## src/rtl/i2s_tx_serializer.sv

```systemverilog
// rtl/i2s_tx_serializer.sv - I2S DAC-side transmitter, codec is bus master (bclk/lrclk async inputs)
// Optional build macro: I2S_TX_LEFT_JUSTIFIED_EN (load on the lrclk edge itself, left-justified format)
module i2s_tx_serializer #(
    parameter int DATA_W      = 24,
    parameter int SLOT_W      = 32,
    parameter int SYNC_STAGES = 2
) (
    input  logic              clk,
    input  logic              reset_n,
    input  logic              bclk,
    input  logic              lrclk,
    input  logic [DATA_W-1:0] sample_l,
    input  logic [DATA_W-1:0] sample_r,
    input  logic              sample_valid,
    output logic              sample_ready,
    output logic              dacdat,
    output logic              frame_start,
    output logic              underflow,
    output logic [15:0]       underflow_cnt
);

    localparam logic [1:0] ST_IDLE  = 2'd0;
    localparam logic [1:0] ST_LEFT  = 2'd1;
    localparam logic [1:0] ST_RIGHT = 2'd2;

    logic [SYNC_STAGES-1:0] bclk_sync;
    logic [SYNC_STAGES-1:0] lrclk_sync;
    logic                   bclk_prev;
    logic                   bclk_s;
    logic                   lrclk_s;
    logic                   bclk_fall;
    logic                   lr_prev;
    logic                   lr_primed;
    logic                   lr_edge;
    logic                   edge_ok;
    logic [1:0]             state;
    logic                   hold_full;
    logic [DATA_W-1:0]      hold_l;
    logic [DATA_W-1:0]      hold_r;
    logic [DATA_W-1:0]      right_stage;
    logic [DATA_W-1:0]      shreg;
    logic                   transfer;
    logic                   load_now;
    logic                   load_is_left;
    logic                   left_load;
    logic                   right_load;

    assign bclk_s    = bclk_sync[SYNC_STAGES-1];
    assign lrclk_s   = lrclk_sync[SYNC_STAGES-1];
    assign bclk_fall = bclk_prev & ~bclk_s;
    // The first bclk fall after reset only records lrclk, so a stale reset
    // value can never fake a channel edge mid-slot.
    assign lr_edge   = bclk_fall & lr_primed & (lrclk_s != lr_prev);
    // While idle, only a transition into the left slot starts the stream.
    assign edge_ok   = lr_edge & ((state != ST_IDLE) | ~lrclk_s);
    assign transfer  = sample_valid & sample_ready;

`ifdef I2S_TX_LEFT_JUSTIFIED_EN
    assign load_now     = edge_ok;
    assign load_is_left = ~lrclk_s;
`else
    logic load_armed;
    logic load_left;

    assign load_now     = bclk_fall & load_armed;
    assign load_is_left = load_left;

    // Arm on the channel edge, load one bclk later (I2S delay slot)
    always_ff @(posedge clk or negedge reset_n) begin
        if (!reset_n) begin
            load_armed <= 1'b0;
            load_left  <= 1'b0;
        end else if (bclk_fall) begin
            load_armed <= edge_ok;
            if (edge_ok) begin
                load_left <= ~lrclk_s;
            end
        end
    end
`endif

    assign left_load  = load_now & load_is_left;
    assign right_load = load_now & ~load_is_left;

    // Bring bclk/lrclk into the clk domain and track lrclk at each bclk fall
    always_ff @(posedge clk or negedge reset_n) begin
        if (!reset_n) begin
            bclk_sync  <= '0;
            lrclk_sync <= '0;
            bclk_prev  <= 1'b0;
            lr_prev    <= 1'b0;
            lr_primed  <= 1'b0;
        end else begin
            bclk_sync  <= {bclk_sync[SYNC_STAGES-2:0], bclk};
            lrclk_sync <= {lrclk_sync[SYNC_STAGES-2:0], lrclk};
            bclk_prev  <= bclk_s;
            if (bclk_fall) begin
                lr_prev   <= lrclk_s;
                lr_primed <= 1'b1;
            end
        end
    end

    // Single-entry holding register; a left load that coincides with a
    // transfer sees it empty and the new pair waits for the next frame
    always_ff @(posedge clk or negedge reset_n) begin
        if (!reset_n) begin
            hold_full    <= 1'b0;
            hold_l       <= '0;
            hold_r       <= '0;
            sample_ready <= 1'b0;
        end else begin
            if (transfer) begin
                hold_full <= 1'b1;
                hold_l    <= sample_l;
                hold_r    <= sample_r;
            end else if (left_load) begin
                hold_full <= 1'b0;
            end
            sample_ready <= ~(transfer | (hold_full & ~left_load));
        end
    end

    // Slot FSM, shift register and event reporting
    always_ff @(posedge clk or negedge reset_n) begin
        if (!reset_n) begin
            state         <= ST_IDLE;
            shreg         <= '0;
            right_stage   <= '0;
            dacdat        <= 1'b0;
            frame_start   <= 1'b0;
            underflow     <= 1'b0;
            underflow_cnt <= 16'd0;
        end else begin
            frame_start <= left_load;
            underflow   <= left_load & ~hold_full;
            if (left_load && !hold_full && underflow_cnt != 16'hFFFF) begin
                underflow_cnt <= underflow_cnt + 16'd1;
            end
            if (left_load) begin
                state       <= ST_LEFT;
                shreg       <= hold_full ? hold_l : '0;
                right_stage <= hold_full ? hold_r : '0;
                dacdat      <= hold_full ? hold_l[DATA_W-1] : 1'b0;
            end else if (right_load) begin
                state  <= ST_RIGHT;
                shreg  <= right_stage;
                dacdat <= right_stage[DATA_W-1];
            end else if (bclk_fall && state != ST_IDLE) begin
                shreg  <= {shreg[DATA_W-2:0], 1'b0};
                dacdat <= shreg[DATA_W-2];
            end
        end
    end

endmodule
```

## config.mk

```make
export PLATFORM = sky130hd
export DESIGN_NAME = i2s_tx_serializer
export DESIGN_NICKNAME = d
export VERILOG_FILES = /design/src/rtl/i2s_tx_serializer.sv
export SDC_FILE = /design/constraint.sdc
export NUM_CORES = 1
export LEC_CHECK = 0
export ABC_CLOCK_PERIOD_IN_PS = 4500
export CAP_MARGIN = 20
export CORE_MARGIN = 5
export CORE_UTILIZATION = 44
export CTS_CLUSTER_DIAMETER = 40
export DETAILED_ROUTE_END_ITERATION = 12
export GPL_TIMING_DRIVEN = 0
export PLACE_DENSITY = 0.66
export SYNTH_ARGS = -nofsm -noshare
export SYNTH_HDL_FRONTEND = slang
export SYNTH_SLANG_ARGS = --single-unit
```

## constraint.sdc

```tcl
create_clock -name clk -period 4.5 [get_ports clk]
set_input_delay 0.675 -clock clk [delete_from_list [all_inputs] [get_ports clk]]
set_output_delay 0.675 -clock clk [all_outputs]
set_load 0.005 [all_outputs]
```

==> summary.json, run 1 <==
{
  "antenna_cells_inserted": {"value": 0},
  "timing.max_cap.violations": {"value": 0},
  "grt_antenna_before_repair": {"value": 0},
  "cts_num_sinks": {"value": 127},
  "drt_wl_total": {"value": 11900, "unit": "um"},
  "wirelength_per_cell": {"value": 16.8, "unit": "um"},
  "tritonroute_pass_1_iters": {"value": 4},
  "worst-r2r-cell-count": {"value": 4},
  "maxClockFrequency": {"value": 447, "unit": "MHz"},
  "commonest_non_fill_non_tap_cells_in_the_layout": {"value": "sky130_fd_sc_hd__dfrtp_1, sky130_fd_sc_hd__nand2_1, sky130_fd_sc_hd__clkdlybuf4s50_1"},
  "core_area": {"value": 11900, "unit": "um^2"},
  "dp_hpwl": {"value": 8360, "unit": "um"},
  "timing.final.crit_period": {"value": 2240, "unit": "ps"},
  "postSynthRegisterBits": {"value": 127},
  "synth_largest_area_cell": {"value": "sky130_fd_sc_hd__dfrtp_1"},
  "cp-start-kind": {"value": "input port"},
  "mappedNetlistNets": {"value": 508},
  "static-leakage-power": {"value": 0.00306, "unit": "uW"},
  "clock_insertion_delay_worst_skew": {"value": 410, "unit": "ps"},
  "final_critical_path_setup_slack": {"value": 2260, "unit": "ps"},
  "via_count": {"value": 3763},
  "final_cell_area": {"value": 6850, "unit": "um^2"},
  "worstMarginPinSlew": {"value": 751, "unit": "ps"},
  "async_reset_ff_frac": {"value": 1.00},
  "timing.setup.critical_path_class": {"value": "input port to register"},
  "routed_via_density": {"value": 5.34},
  "fin_crit_sh": {"value": 0.497},
  "placement.setup.worst_slack": {"value": 1790, "unit": "ps"},
  "synth.top_cells.by_area": {"value": "sky130_fd_sc_hd__dfrtp_1, sky130_fd_sc_hd__mux2_2, sky130_fd_sc_hd__nand2_1"},
  "global_route.usage.total": {"value": 0.179},
  "initial_core_util": {"value": 0.444},
  "first_iter_violations": {"value": 201},
  "cts_made_buffers": {"value": 17},
  "dieArea": {"value": 14300, "unit": "um^2"},
  "fillers": {"value": 953},
  "layout.cells.most_common": {"value": "sky130_fd_sc_hd__dfrtp_1"},
  "worst-endpoint-required": {"value": 4790, "unit": "ps"},
  "timing.critical_path.arrival": {"value": 2530, "unit": "ps"},
  "pin_count": {"value": 73},
  "cts-root-to-sink-buffers": {"value": 2},
  "largest_net_degree_at_the_start_of_global_routing": {"value": 72},
  "io_buffer_count": {"value": 72},
  "tritoncts_clock_tree": {"value": "yes"},
  "synth_top_cell_area_share": {"value": 0.603},
  "timing.slew.headroom": {"value": 0.499},
  "netlist-cell-type-count": {"value": 35},
  "ys.warnings.count": {"value": 0},
  "grt_first_pass_wirelength": {"value": 20200, "unit": "um"},
  "design.final.nets": {"value": 600},
  "clock_tree.root_cell": {"value": "sky130_fd_sc_hd__clkbuf_16"},
  "synth_sequential_area_ratio": {"value": 0.603},
  "die-height": {"value": 119, "unit": "um"},
  "syn-mean-instance-area": {"value": 11.6, "unit": "um^2"},
  "grt_overflow": {"value": 0},
  "timing.critical_path.to_type": {"value": "register"},
  "power_density": {"value": 585, "unit": "nW/um^2"},
  "dieWidth": {"value": 119, "unit": "um"},
  "hp-class": {"value": "input port to async pin"},
  "layout-area-overhead-vs-synth": {"value": 30.0, "unit": "%"},
  "clock_skew": {"value": 6.67, "unit": "ps"},
  "placement.cell_area": {"value": 6200, "unit": "um^2"},
  "drt.antenna.violating_nets": {"value": 0},
  "critPathMaxFanout": {"value": 10},
  "syn-cell-area": {"value": 5270, "unit": "um^2"},
  "layout-drive-gt1-share": {"value": 0.176},
  "vdd_drop_max": {"value": 253, "unit": "uV"},
  "timing_max_transition_violations_final": {"value": 0},
  "cts.reportedPaths.clkPinSlew": {"value": 60, "unit": "ps"},
  "result_of_the_run": {"value": "finished, final reports clean"},
  "fp-row-count": {"value": 40},
  "hold_viol_final": {"value": 0},
  "post-route-util": {"value": 0.578},
  "synth_cells": {"value": 454},
  "first_global_vias": {"value": 4016},
  "grt_setup_unrepaired": {"value": "false"},
  "globalplace.congestion": {"value": 0.786},
  "yosys_most_used_dff": {"value": "sky130_fd_sc_hd__dfrtp_1"},
  "post_cts_resize_count": {"value": 0},
  "total_setup_violations_reported_at_the_end_of_the_flow": {"value": 0},
  "drt_drc_violations_left": {"value": 0},
  "cts_setup_buffers": {"value": 0},
  "synth_enable_flop_cells": {"value": 0},
  "cts.htree.levels": {"value": 4},
  "holdBufCountCts": {"value": 0}
}
area by class of cell:
class | count | area, um^2 | share of cell area
clock buffer | 21 | 460 | 0.0672
clock inverter | 10 | 185 | 0.0270
timing repair buffer | 73 | 749 | 0.109
tap | 147 | 184 | 0.0268
buffer | 31 | 130 | 0.0190
inverter | 5 | 18.8 | 0.00274
multi-input combinational | 291 | 1940 | 0.284
sequential | 127 | 3180 | 0.464
cells by family after synthesis:
| group | after synthesis | share of synthesized area |
|---|---|---|
| AO/OA/AOI/OAI | 78 | 0.103 |
| XOR/XNOR | 15 | 0.0249 |
| adder cells (fa/ha/maj) | 1 | 0.00237 |
| buffers and inverters | 36 | 0.0282 |
| flip-flops | 127 | 0.603 |
| multiplexers | 51 | 0.109 |
| AND/OR/NAND/NOR | 146 | 0.130 |
worst max-delay path: stages:
cell and delay (ps):
sky130_fd_sc_hd__clkdlybuf4s50_1 410, sky130_fd_sc_hd__nand2_1 160, sky130_fd_sc_hd__buf_2 270, sky130_fd_sc_hd__buf_1 600, sky130_fd_sc_hd__mux2_2 410
worst paths after layout:
check | start | end | slack, ps
max | sample_valid | hold_l[22] | 2260
min | reset_n | underflow_cnt[14] | 200
max reg2reg | sample_ready | hold_l[22] | 2530
min reg2reg | lrclk_sync[0] | lrclk_sync[1] | 350
max in group asynchronous | reset_n | shreg[3] | 3560
min in group clk | lrclk_sync[0] | lrclk_sync[1] | 350
report_power, final:
group          switching (uW)  internal (uW)
registers                 230           1510
clock network             477           1010
logic                     367            416
total                    1070           2930
metrics by stage:
stage | std cells | power (uW) | hold WS [ps] | setup TNS (ps)
after floorplan | 454 | 2240 | 331 | 0
after global placement | 673 | 2500 | 339 | -255790
after detailed placement | 674 | 2540 | 335 | 0
after CTS | 705 | 4040 | 228 | 0
after global routing | 705 | 4240 | 249 | 0
final | 705 | 4010 | 205 | 0
flip-flops by register name, indices dropped and copies added (netlist names), 2 cells and up:
register and cells:
bclk_sync 2, state 2, shreg 23, lrclk_sync 2, underflow_cnt 16, right_stage 24, hold_l 24, hold_r 24
Yosys cell counts, drive strengths merged, types with 6 or more instances:
library cell  number
xor2              11
mux2              50
a221oi            22
nand4              7
dfrtp            127
o31ai             25
clkbuf            22
nand2             85
nor2              26
buf                9
nor4               6
o21ai             26
routing by layer:
metal	vias up	GRT usage	routed length, um
met4	0	0.0594	146
met1	1865	0.249	5450
met5	-	0	0
met3	13	0.0442	577
met2	97	0.276	5690
li1	1788	-	-
Power figures use the tool's default switching activity.
==> inputs of run 2 (changes only) <==
ABC_CLOCK_PERIOD_IN_PS = 2110   (was 4500)
clock period = 2.11 ns   (was 4.5 ns; I/O delays follow)
==> summary.json, run 2 (synthesis results as in run 1) <==
{
  "drt_wl_total": {"value": 11900, "unit": "um"},
  "antenna_cells_inserted": {"value": 0},
  "placement.setup.worst_slack": {"value": -239, "unit": "ps"},
  "tritonroute_pass_1_iters": {"value": 4},
  "final_critical_path_setup_slack": {"value": 128, "unit": "ps"},
  "dieArea": {"value": 14300, "unit": "um^2"},
  "layout.cells.most_common": {"value": "sky130_fd_sc_hd__dfrtp_1"},
  "die-height": {"value": 119, "unit": "um"},
  "hp-class": {"value": "register to register"},
  "timing.setup.critical_path_class": {"value": "register to register"},
  "via_count": {"value": 3809},
  "globalplace.congestion": {"value": 0.786},
  "timing.max_cap.violations": {"value": 0},
  "cts.reportedPaths.clkPinSlew": {"value": 60, "unit": "ps"},
  "timing.critical_path.slowest_stage_cell": {"value": "sky130_fd_sc_hd__buf_1"},
  "design.final.nets": {"value": 601},
  "vdd_drop_max": {"value": 538, "unit": "uV"},
  "first_iter_violations": {"value": 177},
  "timing.critical_path.to_type": {"value": "register"},
  "path_delay_family": {"value": "buffers and inverters"},
  "timing.critical_path.arrival": {"value": 2270, "unit": "ps"},
  "grt_setup_unrepaired": {"value": "false"},
  "maxClockFrequency": {"value": 505, "unit": "MHz"},
  "drt_drc_violations_left": {"value": 0},
  "clock_tree.root_cell": {"value": "sky130_fd_sc_hd__clkbuf_16"},
  "total_setup_violations_reported_at_the_end_of_the_flow": {"value": 0},
  "routed_via_density": {"value": 5.40},
  "gr-usage-met2": {"value": 0.277},
  "hold_slack": {"value": 346, "unit": "ps"},
  "dieWidth": {"value": 119, "unit": "um"},
  "critPathMaxFanout": {"value": 10},
  "cp-start-kind": {"value": "register"},
  "worst-endpoint-required": {"value": 2400, "unit": "ps"},
  "critical_path_s_largest_stage_delay": {"value": 610, "unit": "ps"},
  "grt_most_used_layer": {"value": "met2"},
  "reg_top3": {"value": "hold_l: 24 flops, hold_r: 24 flops, right_stage: 24 flops"},
  "static-leakage-power": {"value": 0.00307, "unit": "uW"},
  "fp-row-count": {"value": 40},
  "cts-root-to-sink-buffers": {"value": 2},
  "commonest_non_fill_non_tap_cells_in_the_layout": {"value": "sky130_fd_sc_hd__dfrtp_1, sky130_fd_sc_hd__nand2_1, sky130_fd_sc_hd__clkdlybuf4s50_1"},
  "cts_setup_buffers": {"value": 0},
  "cts_num_sinks": {"value": 127},
  "crit_chain": {"value": "nand2_1 -> buf_2 -> buf_1 -> mux2_2"},
  "layout-drive-gt1-share": {"value": 0.177},
  "grt_first_pass_wirelength": {"value": 20300, "unit": "um"},
  "layout-area-overhead-vs-synth": {"value": 30.3, "unit": "%"},
  "cts_made_buffers": {"value": 17},
  "initial_core_util": {"value": 0.444},
  "hold_viol_final": {"value": 0},
  "global_route.usage.total": {"value": 0.179},
  "drt.antenna.violating_nets": {"value": 0},
  "timing.slew.headroom": {"value": 0.496},
  "timing_max_transition_violations_final": {"value": 0},
  "first_global_vias": {"value": 4021},
  "global_route.usage.met3": {"value": 0.0442},
  "core_area": {"value": 11900, "unit": "um^2"},
  "critical_path_buf_inv_count": {"value": 2},
  "timing.final.crit_period": {"value": 1980, "unit": "ps"},
  "gr-usage-met1": {"value": 0.249},
  "clock_skew": {"value": 7.25, "unit": "ps"},
  "io_buffer_count": {"value": 72},
  "worstMarginPinSlew": {"value": 756, "unit": "ps"},
  "pin_count": {"value": 73},
  "grt_overflow": {"value": 0},
  "fin_crit_sh": {"value": 0.939},
  "grt_antenna_before_repair": {"value": 0},
  "largest_net_degree_at_the_start_of_global_routing": {"value": 72},
  "dp_hpwl": {"value": 8360, "unit": "um"},
  "result_of_the_run": {"value": "finished, final reports clean"},
  "tritoncts_clock_tree": {"value": "yes"},
  "clock_insertion_delay_worst_skew": {"value": 410, "unit": "ps"},
  "wirelength_per_cell": {"value": 16.9, "unit": "um"},
  "cts.htree.levels": {"value": 4},
  "fillers": {"value": 949},
  "power_density": {"value": 1240, "unit": "nW/um^2"}
}
-- run 2: path summary, 6_finish.rpt --
path / from / to / slack [ps] / depth (start not counted)
max: sample_ready / hold_l[22] / 130 / 4
min reg2reg: lrclk_sync[0] / lrclk_sync[1] / 350 / 0
max reg2reg: sample_ready / hold_l[22] / 130 / 4
min in group asynchronous: reset_n / underflow_cnt[14] / 440 / 2
min: lrclk_sync[0] / lrclk_sync[1] / 350 / 0
max in group asynchronous: reset_n / shreg[3] / 940 / 3
-- run 2: what timing repair did --
item	CTS	global route
setup endpoints to repair	0	10
hold buffers	1	0
endpoints found under the hold margin	56	0
resized for setup	0	2
-- run 2: worst reg2reg max path, delay by kind of cell, from the launching register on --
kind | cells | cell delay, ps
buf+inv | 2 | 880
flops | 1 | 400
mux | 1 | 410
simple gates | 1 | 170
-- run 2: where the power goes --
group | total [uW] | internal, uW | switching (uW) | leakage, uW
sequential | 3700 | 3210 | 490 | 0.00164
combinational | 1680 | 890 | 789 | 0.00113
clock | 3170 | 2150 | 1020 | 0.000301
total | 8550 | 6250 | 2300 | 0.00307
-- run 2: final cells by class --
class / count / area [um^2] / area share
well taps: 147 / 184 / 0.0268
inverters: 5 / 18.8 / 0.00273
repair buffers: 74 / 759 / 0.111
clock inverters: 10 / 185 / 0.0270
plain buffers: 31 / 133 / 0.0193
flip-flops and latches: 127 / 3180 / 0.463
clock buffers: 21 / 460 / 0.0670
multi-input cells: 291 / 1950 / 0.284
-- run 2: metrics by stage --
stage | setup TNS [ps] | instance area (um^2) | util | cells | power (uW)
after global routing | 0 | 6870 | 0.579 | 706 | 9030
after detailed placement | -2140 | 6200 | 0.523 | 674 | 5410
final | 0 | 6870 | 0.579 | 706 | 8550
after CTS | 0 | 6860 | 0.578 | 706 | 8610
after floorplan | 0 | 5270 | - | 454 | 4770
after global placement | -515570 | 6180 | 0.521 | 673 | 5320
-- run 2: metal layers --
layer	vias up	wire (um)
met1	1901	5550
met2	99	5650
met3	15	527
li1	1794	-
met5	-	0
met4	0	170
